File: config.mk
export PLATFORM = sky130hd
export DESIGN_NAME = pattern_scan_ctrl
export DESIGN_NICKNAME = d
export VERILOG_FILES = /design/src/rtl/pattern_scan_pkg.sv /design/src/rtl/serial_pat_det.sv /design/src/rtl/pattern_scan_ctrl.sv
export SDC_FILE = /design/constraint.sdc
export NUM_CORES = 1
export LEC_CHECK = 0
export ABC_AREA = 1
export CAP_MARGIN = 20
export CELL_PAD_IN_SITES_DETAIL_PLACEMENT = 1
export CELL_PAD_IN_SITES_GLOBAL_PLACEMENT = 1
export CORE_UTILIZATION = 43
export DETAILED_ROUTE_END_ITERATION = 8
export HOLD_SLACK_MARGIN = 0.02
export PLACE_DENSITY_LB_ADDON = 0.05
export SLEW_MARGIN = 15
export SYNTH_ARGS = -nofsm -noshare
export SYNTH_HDL_FRONTEND = slang
export SYNTH_SLANG_ARGS = --single-unit
File: constraint.sdc
create_clock -name clk -period 4.5 [get_ports clk]
set_input_delay 0.45 -clock clk [delete_from_list [all_inputs] [get_ports clk]]
set_output_delay 0.45 -clock clk [all_outputs]
set_load 0.05 [all_outputs]
File: src/rtl/pattern_scan_pkg.sv
`default_nettype none
// ============================================================================
// Module      : pattern_scan_pkg
// Description : Shared types and defaults for the pattern scan controller.
// Revision    : 1.0 - initial release
// ============================================================================
package pattern_scan_pkg;

    typedef enum logic [1:0] {
        S_IDLE   = 2'd0,
        S_SHIFT  = 2'd1,
        S_REPORT = 2'd2
    } state_t;

    localparam logic [3:0] PAT_RST_DEFAULT = 4'b1010;
    localparam int         WORD_W_DEFAULT  = 16;
    localparam int         IDX_W           = $clog2(WORD_W_DEFAULT);

    // Index width for an arbitrary word width; never narrower than one bit.
    function automatic int idx_width(input int word_w);
        return (word_w < 2) ? 1 : $clog2(word_w);
    endfunction

endpackage
`default_nettype wire

File: src/rtl/serial_pat_det.sv
`default_nettype none
// ============================================================================
// Module      : serial_pat_det
// Description : Bit-serial overlapping sequence detector with arming counter.
// Revision    : 1.0 - initial release
// ============================================================================
module serial_pat_det
    import pattern_scan_pkg::*;
#(
    parameter int PAT_W = 4
) (
    input  logic             clk,
    input  logic             rst_n,
    input  logic             i_bit,
    input  logic             i_bit_en,
    input  logic             i_clear,
    input  logic [PAT_W-1:0] i_pattern,
    output logic             o_match
);

    localparam int                SEEN_W   = $clog2(PAT_W + 1);
    localparam logic [SEEN_W-1:0] SEEN_MAX = SEEN_W'(PAT_W);
    localparam logic [SEEN_W-1:0] SEEN_ARM = SEEN_W'(PAT_W - 1);

    logic [PAT_W-1:0]  w_cand;
    logic [SEEN_W-1:0] r_seen;

    generate
        if (PAT_W > 1) begin : g_shift
            logic [PAT_W-2:0] r_hist;

            always_ff @(posedge clk or negedge rst_n) begin
                if (!rst_n) begin
                    r_hist <= '0;
                end else if (i_clear) begin
                    r_hist <= '0;
                end else if (i_bit_en) begin
                    r_hist <= w_cand[PAT_W-2:0];
                end
            end

            assign w_cand = {r_hist, i_bit};
        end else begin : g_single
            assign w_cand = i_bit;
        end
    endgenerate

    // The arming count keeps reset-valued history from producing a match.
    always_ff @(posedge clk or negedge rst_n) begin
        if (!rst_n) begin
            r_seen <= '0;
        end else if (i_clear) begin
            r_seen <= '0;
        end else if (i_bit_en && (r_seen != SEEN_MAX)) begin
            r_seen <= r_seen + 1'b1;
        end
    end

    assign o_match = i_bit_en && (w_cand == i_pattern) && (r_seen >= SEEN_ARM);

endmodule
`default_nettype wire

File: src/rtl/pattern_scan_ctrl.sv
`default_nettype none
// ============================================================================
// Module      : pattern_scan_ctrl
// Description : Frame controller: serialises words MSB-first into the
//               detector, counts matches per frame and reports the count.
// Revision    : 1.0 - initial release
// ============================================================================
module pattern_scan_ctrl
    import pattern_scan_pkg::*;
#(
    parameter int               WORD_W  = WORD_W_DEFAULT,
    parameter int               PAT_W   = 4,
    parameter int               CNT_W   = 8,
    parameter logic [PAT_W-1:0] PAT_RST = PAT_W'(PAT_RST_DEFAULT)
) (
    input  logic              clk,
    input  logic              rst_n,
    input  logic              cfg_we,
    input  logic [PAT_W-1:0]  cfg_pat,
    input  logic              in_valid,
    output logic              in_ready,
    input  logic [WORD_W-1:0] in_data,
    input  logic              in_last,
    output logic              out_valid,
    input  logic              out_ready,
    output logic [CNT_W-1:0]  out_count,
    output logic              out_sat,
    output logic              busy
);

    localparam int               IDX_W_L = idx_width(WORD_W);
    localparam logic [IDX_W_L-1:0] IDX_TOP = IDX_W_L'(WORD_W - 1);
    localparam logic [CNT_W-1:0] CNT_MAX = '1;

    state_t              r_state;
    state_t              w_state_nxt;
    logic [WORD_W-1:0]   r_word;
    logic                r_last;
    logic [IDX_W_L-1:0]  r_idx;
    logic                r_frame_open;
    logic [CNT_W-1:0]    r_count;
    logic                r_sat;
    logic [PAT_W-1:0]    r_pat;

    logic w_idle;
    logic w_shift;
    logic w_last_bit;
    logic w_xfer;
    logic w_out_hs;
    logic w_cfg_ok;
    logic w_match;

    assign w_idle     = (r_state == S_IDLE);
    assign w_shift    = (r_state == S_SHIFT);
    assign w_last_bit = (r_idx == '0);

    // in_ready is forced low while reset is held even though the state is IDLE.
    assign in_ready  = w_idle && rst_n;
    assign out_valid = (r_state == S_REPORT);
    assign out_count = r_count;
    assign out_sat   = r_sat;
    assign busy      = r_frame_open || !w_idle;

    assign w_xfer   = in_valid && in_ready;
    assign w_out_hs = out_valid && out_ready;
    assign w_cfg_ok = cfg_we && w_idle && !r_frame_open;

    always_ff @(posedge clk or negedge rst_n) begin
        if (!rst_n) begin
            r_state <= S_IDLE;
        end else begin
            r_state <= w_state_nxt;
        end
    end

    always_comb begin
        w_state_nxt = r_state;
        case (r_state)
            S_IDLE: begin
                if (w_xfer) begin
                    w_state_nxt = S_SHIFT;
                end
            end
            S_SHIFT: begin
                if (w_last_bit) begin
                    w_state_nxt = r_last ? S_REPORT : S_IDLE;
                end
            end
            S_REPORT: begin
                if (out_ready) begin
                    w_state_nxt = S_IDLE;
                end
            end
            default: w_state_nxt = S_IDLE;
        endcase
    end

    always_ff @(posedge clk or negedge rst_n) begin
        if (!rst_n) begin
            r_word       <= '0;
            r_last       <= 1'b0;
            r_idx        <= '0;
            r_frame_open <= 1'b0;
            r_count      <= '0;
            r_sat        <= 1'b0;
            r_pat        <= PAT_RST;
        end else begin
            // A write in the same cycle as a transfer lands before the first shift.
            if (w_cfg_ok) begin
                r_pat <= cfg_pat;
            end
            if (w_xfer) begin
                r_word       <= in_data;
                r_last       <= in_last;
                r_idx        <= IDX_TOP;
                r_frame_open <= 1'b1;
            end
            if (w_shift && !w_last_bit) begin
                r_idx <= r_idx - 1'b1;
            end
            if (w_match) begin
                if (r_count == CNT_MAX) begin
                    r_sat <= 1'b1;
                end else begin
                    r_count <= r_count + 1'b1;
                end
            end
            if (w_out_hs) begin
                r_count      <= '0;
                r_sat        <= 1'b0;
                r_frame_open <= 1'b0;
            end
        end
    end

    serial_pat_det #(
        .PAT_W (PAT_W)
    ) u_det (
        .clk       (clk),
        .rst_n     (rst_n),
        .i_bit     (r_word[r_idx]),
        .i_bit_en  (w_shift),
        .i_clear   (w_out_hs),
        .i_pattern (r_pat),
        .o_match   (w_match)
    );

endmodule
`default_nettype wire

==> summary.md, run 1 <==
| Metric | Value |
|---|---|
| Synth Area in Compound Gates | `7.96%` |
| Unrepaired setup endpoints after global routing | `false` |
| Synth top area share | `45.9%` |
| DIE HEIGHT | `74.1 µm` |
| Status | `complete, no violations` |
| Residual DRC | `0` |
| PwrDens | `758 mW/mm²` |
| Cell accounting for the most synthesized area | `dfrtp_1` |
| Final hold viol count | `0` |
| All-Layer GR Usage | `20.8%` |
| Cells after synthesis | `245` |
| Final ANT Viol Nets | `0` |
| Critical Path AT | `2140 ps` |
| Core area | `0.00485 mm²` |
| Worst setup SP type | `input pin` |
| Netlist cell types | `35` |
| Die area | `0.00549 mm²` |
| Hold_buf cts | `0` |
| Initial core utilization | `46.1%` |
| Largest family of logic cells by synthesized area | `simple AND/OR/NAND/NOR gates` |
| Largest stage delay, worst path | `830 ps` |
| Root buffer cell | `clkbuf_8` |
| Syn Nets | `276` |
| Pre-CTS WS | `1860 ps` |
| IO Port Bufs | `37` |
| Std-Cell Rows | `25` |
| Max Cap Violations | `0` |
| Total Wirelength | `5.07 mm` |
| ANT cells | `0` |
| Routed vias | `1810` |
| Min-delay worst type | `in -> async` |
| Later-pin clock latency in the skew report | `300 ps` |
| Final setup fails | `0` |
| Clk buf depth | `2` |
| Syn Std Cell Area | `0.00223 mm²` |
| FF+latch count, synth | `43` |
| Mux cell area share after synthesis | `6.05%` |
| Slew Viols, Final | `0` |
| Vias in the first global route | `1810` |
| Worst hold slack | `213 ps` |
| Post-layout nets | `317` |
| Gates resized, CTS repair | `0` |
| Minimum clock period after layout | `2590 ps` |
| PnR worst setup slack | `1910 ps` |
| Worst-path clk slew | `80 ps` |
| Skew final | `10.2 ps` |
| Slowest stage cell, crit path | `clkdlybuf4s50_1` |
| Postcts setup bufs | `0` |
| HPWL after DPL | `3.45 mm` |
| Mean Syn Cell Area | `9.12 µm²` |
| Chip width | `74.1 µm` |
| CTS Buf Count | `5` |
| Syn. warnings | `0` |
| Seq/Total Area, Yosys | `48.3%` |
| CP Max Fanout | `44` |
| Leakage | `0.00134 µW` |
| Max-slew headroom | `58.6%` |
| Pin count of the biggest net entering global routing | `45` |
| Post-route setup TNS | `0 ps` |
| First-pass GRT wire length | `8.47 mm` |
| I/O pins | `38` |
| H-tree levels | `2` |
| Synth Area in XOR/XNOR | `3.92%` |
| GRT overflow | `0` |
| Synth-to-Final Area Change | `24.3%` |
| CTS tree | `done` |
| CTS Sinks | `43` |
| DR WL/cell | `14.3 µm` |
| Setup crit end kind | `primary output` |
| Via/cell ratio | `5.11` |
| Layout cell share with drive strength beyond 1 | `13.9%` |
| Fraction of the mapped netlist area in adder cells | `2.80%` |
| First drt pass iteration count | `4` |
| Initial antenna violation count | `0` |
| Area contributors post-synth | `dfrtp_1, nand2_1, nand3_1, mux2_2, inv_1` |
| WP buf/inv | `3` |
| Critical path type | `in -> out` |
| Post-Synth Simple-Gate Area | `24.3%` |
| Fmax | `386 MHz` |
| CP required | `4050 ps` |
| Maximum vdd drop | `413 µV` |
| Initial DRC count | `71` |
| Worst-Margin Slew | `620 ps` |
| Crit-path leading delay family | `buffers and inverters` |
| Routability cong. | `0.784` |
| Worst path cell trace | `buf_2 > buf_4 > nor3b_2 > clkdlybuf4s50_1` |
| Tcrit/Tclk final | `57.5%` |
==> flip-flops by register name (all words and copies together), names as in the netlist <==
register,count
r_last,1
r_frame_open,1
r_pat,4
u_det.g_shift.r_hist,3
u_det.r_seen,3
out_sat,1
r_idx,4
out_count,8
r_word,16
r_state,2
==> cell type report <==
type,instances,area [µm²]
Sequential cell,43,1080
Inverter,31,119
Clock inverter,2,35.0
Multi-Input combinational cell,167,1000
Clock buffer,6,82.6
Timing Repair Buffer,38,373
Tap cell,67,83.8
Fill cell,577,2070
==> placed cells by master (no fill, tap or decap), types with 2 or more instances in the layout <==
cell and count:
nand2_1 47, dfrtp_1 41, clkdlybuf4s50_1 36, nand3_1 28, inv_1 27, nor2_1 21, mux2_2 12, a21oi_1 12
xor2_1 7, o21ai_0 6, nand4_1 6, clkbuf_8 6, ha_1 5, inv_2 3, xnor2_1 3, nand2_2 2
a22oi_1 2, o22ai_1 2, dfstp_2 2
==> metal layers <==
| metal | up-vias | wire, µm | GRT usage, % |
|---|---|---|---|
| li1 | 883 | - | - |
| met1 | 892 | 2370 | 27.8 |
| met2 | 28 | 2470 | 33.2 |
| met3 | 7 | 145 | 4.74 |
| met4 | 0 | 78 | 7.05 |
| met5 | - | 0 | 0 |
==> worst paths after layout <==
| kind | start | endpoint | slack [ps] | cells after the start |
|---|---|---|---|---|
| setup / recovery | rst_n | in_ready | 1910 | 4 |
| hold / removal | rst_n | r_word[5] | 210 | 2 |
| setup reg to reg | r_idx[0] | out_count[6] | 2550 | 12 |
| hold reg to reg | r_word[1] | r_word[1] | 510 | 1 |
| max in group asynchronous | rst_n | r_word[2] | 3890 | 2 |
| min in group clk | r_word[1] | r_word[1] | 510 | 1 |
==> metrics by stage <==
stage          cell area, µm²  instances  total power [µW]  utilization (%)
2_1_floorplan            2230        245              1500                -
3_3_place_gp             2660        346              1740             54.8
3_5_place_dp             2660        346              1790             54.8
4_1_cts                  2780        354              2130             57.3
5_1_grt                  2780        354              2270             57.3
6_report                 2780        354              2100             57.3
==> where the power goes <==
group / internal [µW] / switching (µW)
registers: 580 / 158
clock network: 180 / 135
logic: 390 / 662
total: 1150 / 955
==> cells by family after synthesis <==
logic type | Yosys count
fa+ha+maj | 5
mux | 12
buf+inv | 35
xor+xnor | 10
flops | 43
simple gates | 112
compound gates | 28
==> Yosys cell counts, drive strengths merged <==
master,count
buf,3
nand3,30
a31oi,1
ha,5
a22oi,2
o21ai,8
inv,31
mux2,12
nor3b,1
nand2,50
xnor2,3
nor2,23
a21oi,13
xor2,7
dfrtp,41
nand3b,1
o211ai,1
nand4,6
dfstp,2
a221oi,1
clkbuf,1
or2,1
o22ai,2
No activity file was read; power rests on OpenSTA's default activity.
==> inputs of run 2 (changes only) <==
- CORE_UTILIZATION: 43 -> 36
- clock period: 4.5 -> 2.2 ns (I/O delays scaled with it)
==> run 2 against run 1 <==
Effect of this change:
- cell count grew 2.8%
- worst hold slack got worse by 190 ps
- register-to-register slack got worse by 2100 ps
- non-clock buffer count grew 2
- clock skew shrank 8.8 ps
- die area grew 19%
- first-iteration DRC count decreased by 41%
- sequential power up 100%
- core utilization down 10 points
- sequential cell count did not move
- final area up 1.3%
- critical path depth decreased by 1
- critical path type is now reg -> out
- largest cell class unchanged
- largest power group unchanged
==> summary.md, run 2 (same netlist as run 1, synthesis figures left out) <==
| Metric | Value |
|---|---|
| Status | `complete, no violations` |
| All-Layer GR Usage | `16.7%` |
| Root buffer cell | `clkbuf_8` |
| Total Wirelength | `4.75 mm` |
| Pre-CTS WS | `407 ps` |
| HPWL after DPL | `3.55 mm` |
| Pin count of the biggest net entering global routing | `44` |
| Layout Cells excl Fill | `364` |
| Largest stage delay, worst path | `830 ps` |
| Final hold viol count | `0` |
| Postcts setup bufs | `0` |
| Worst-Margin Slew | `547 ps` |
| Final setup fails | `0` |
| Min-delay worst type | `in -> async` |
| Critical path type | `reg -> out` |
| CTS Sinks | `43` |
| Critical Path AT | `1800 ps` |
| Later-pin clock latency in the skew report | `290 ps` |
| Reg with most FFs | `r_word` |
| PnR worst setup slack | `175 ps` |
| Most common cell after layout, fill and taps aside | `nand2_1` |
| # placed instances | `356` |
| Skew final | `1.40 ps` |
| Residual DRC | `0` |
| Post-layout nets | `319` |
| First-pass GRT wire length | `8.31 mm` |
| Worst setup SP type | `flop` |
| DR WL/cell | `13.0 µm` |
| Std-Cell Rows | `28` |
| CTS Buf Count | `5` |
| Minimum clock period after layout | `2020 ps` |
| Most frequent cells in the layout | `nand2_1, dfrtp_1, clkdlybuf4s50_1, nand3_1, inv_1` |
| Filler cells | `700` |
| Layout cell share with drive strength beyond 1 | `14.9%` |
| Maximum vdd drop | `715 µV` |
| Routability cong. | `0.758` |
| IO Port Bufs | `37` |
| GRT overflow | `0` |
| Via/cell ratio | `4.80` |
| CP Max Fanout | `4` |
| Die area | `0.00652 mm²` |
| First drt pass iteration count | `4` |
| PwrDens | `1520 mW/mm²` |
| Leakage | `0.00135 µW` |
| I/O pins | `38` |
| Max Cap Violations | `0` |
| Final ANT Viol Nets | `0` |
| CTS tree | `done` |
| Critical path depth | `3` |
| Clk buf depth | `2` |
| Synth-to-Final Area Change | `25.9%` |
| Gates resized, CTS repair | `0` |
| CP required | `1980 ps` |
| Unrepaired setup endpoints after global routing | `false` |
| Register-to-Register Path Depth | `12` |
| Core area | `0.00596 mm²` |
| Crit-path leading delay family | `buffers and inverters` |
| Worst path cell trace | `inv_1 > nor2_1 > clkdlybuf4s50_1` |
| Vias in the first global route | `1804` |
| Routed vias | `1748` |
| Initial DRC count | `42` |
| Hold_buf cts | `0` |
| Max-slew headroom | `63.5%` |
| Initial antenna violation count | `0` |
| Fmax | `494 MHz` |
| Worst-path clk slew | `80 ps` |
| ANT cells | `0` |
| Tcrit/Tclk final | `92.0%` |
| Setup crit end kind | `primary output` |
| Max reg flops | `16` |
| Initial core utilization | `37.5%` |
| Chip width | `80.8 µm` |
| Worst hold slack | `25.5 ps` |
| Post-route setup TNS | `0 ps` |
| Slowest stage cell, crit path | `clkdlybuf4s50_1` |
| Slew Viols, Final | `0` |
| WP buf/inv | `2` |
| DIE HEIGHT | `80.8 µm` |
| H-tree levels | `2` |
-- run 2: changes by cell type in the layout (fill, tap and decap cells not counted), sizes merged --
cell | before | now
buf | 2 | 5
clkdlybuf4s50 | 36 | 35
-- run 2: per-stage QoR --
step,total power [µW],cell area (µm²),utilization (%)
2_1_floorplan,3070,2230,-
3_3_place_gp,3630,2690,45.2
3_5_place_dp,3670,2690,45.2
4_1_cts,4330,2810,47.2
5_1_grt,4650,2810,47.2
6_report,4260,2810,47.2
-- run 2: path summary, 6_finish.rpt --
check | slack, ps | startpoint | endpoint
setup / recovery | 180 | r_state[1] | out_valid
hold / removal | 30 | rst_n | u_det.r_seen[2]
setup reg to reg | 410 | r_idx[0] | out_count[1]
hold reg to reg | 510 | out_sat | out_sat
max in group asynchronous | 1800 | rst_n | r_pat[1]
min in group clk | 490 | in_data[13] | r_word[13]
-- run 2: cell type report --
type                       instances  area, µm²  area share [%]
sequential                        43       1080            38.4
inverter                          31        119            4.23
tap                               75       93.8            3.34
multi-input combinational        167       1000            35.7
clock buffer                       6       82.6            2.94
timing repair buffer              40        398            14.2
clock inverter                     2       35.0            1.25
-- run 2: where the power goes --
group          internal, µW  total (µW)  switching, µW
clock                   368         642            275
combinational           818        2120           1310
sequential             1190        1490            308
-- run 2: worst register-to-register path, cell delays in order (launching register included) --
cell and delay (ps):
dfrtp_1 500, inv_2 200, nand2_1 70, nand3_1 70, nand2_1 50, nor2_1 80, nand2_1 90, nand2_1 130
nand2_2 80, nand2_4 120, nand3_4 130, nand3_1 100, nand2_1 60
-- run 2: routing by layer --
layer	routed length, µm	GRT usage [%]	part of all wire (%)
met1	2150	21.0	45
met2	2420	28.7	51
met3	131	3.03	2.8
met4	48	5.36	1.0
met5	0	0	0
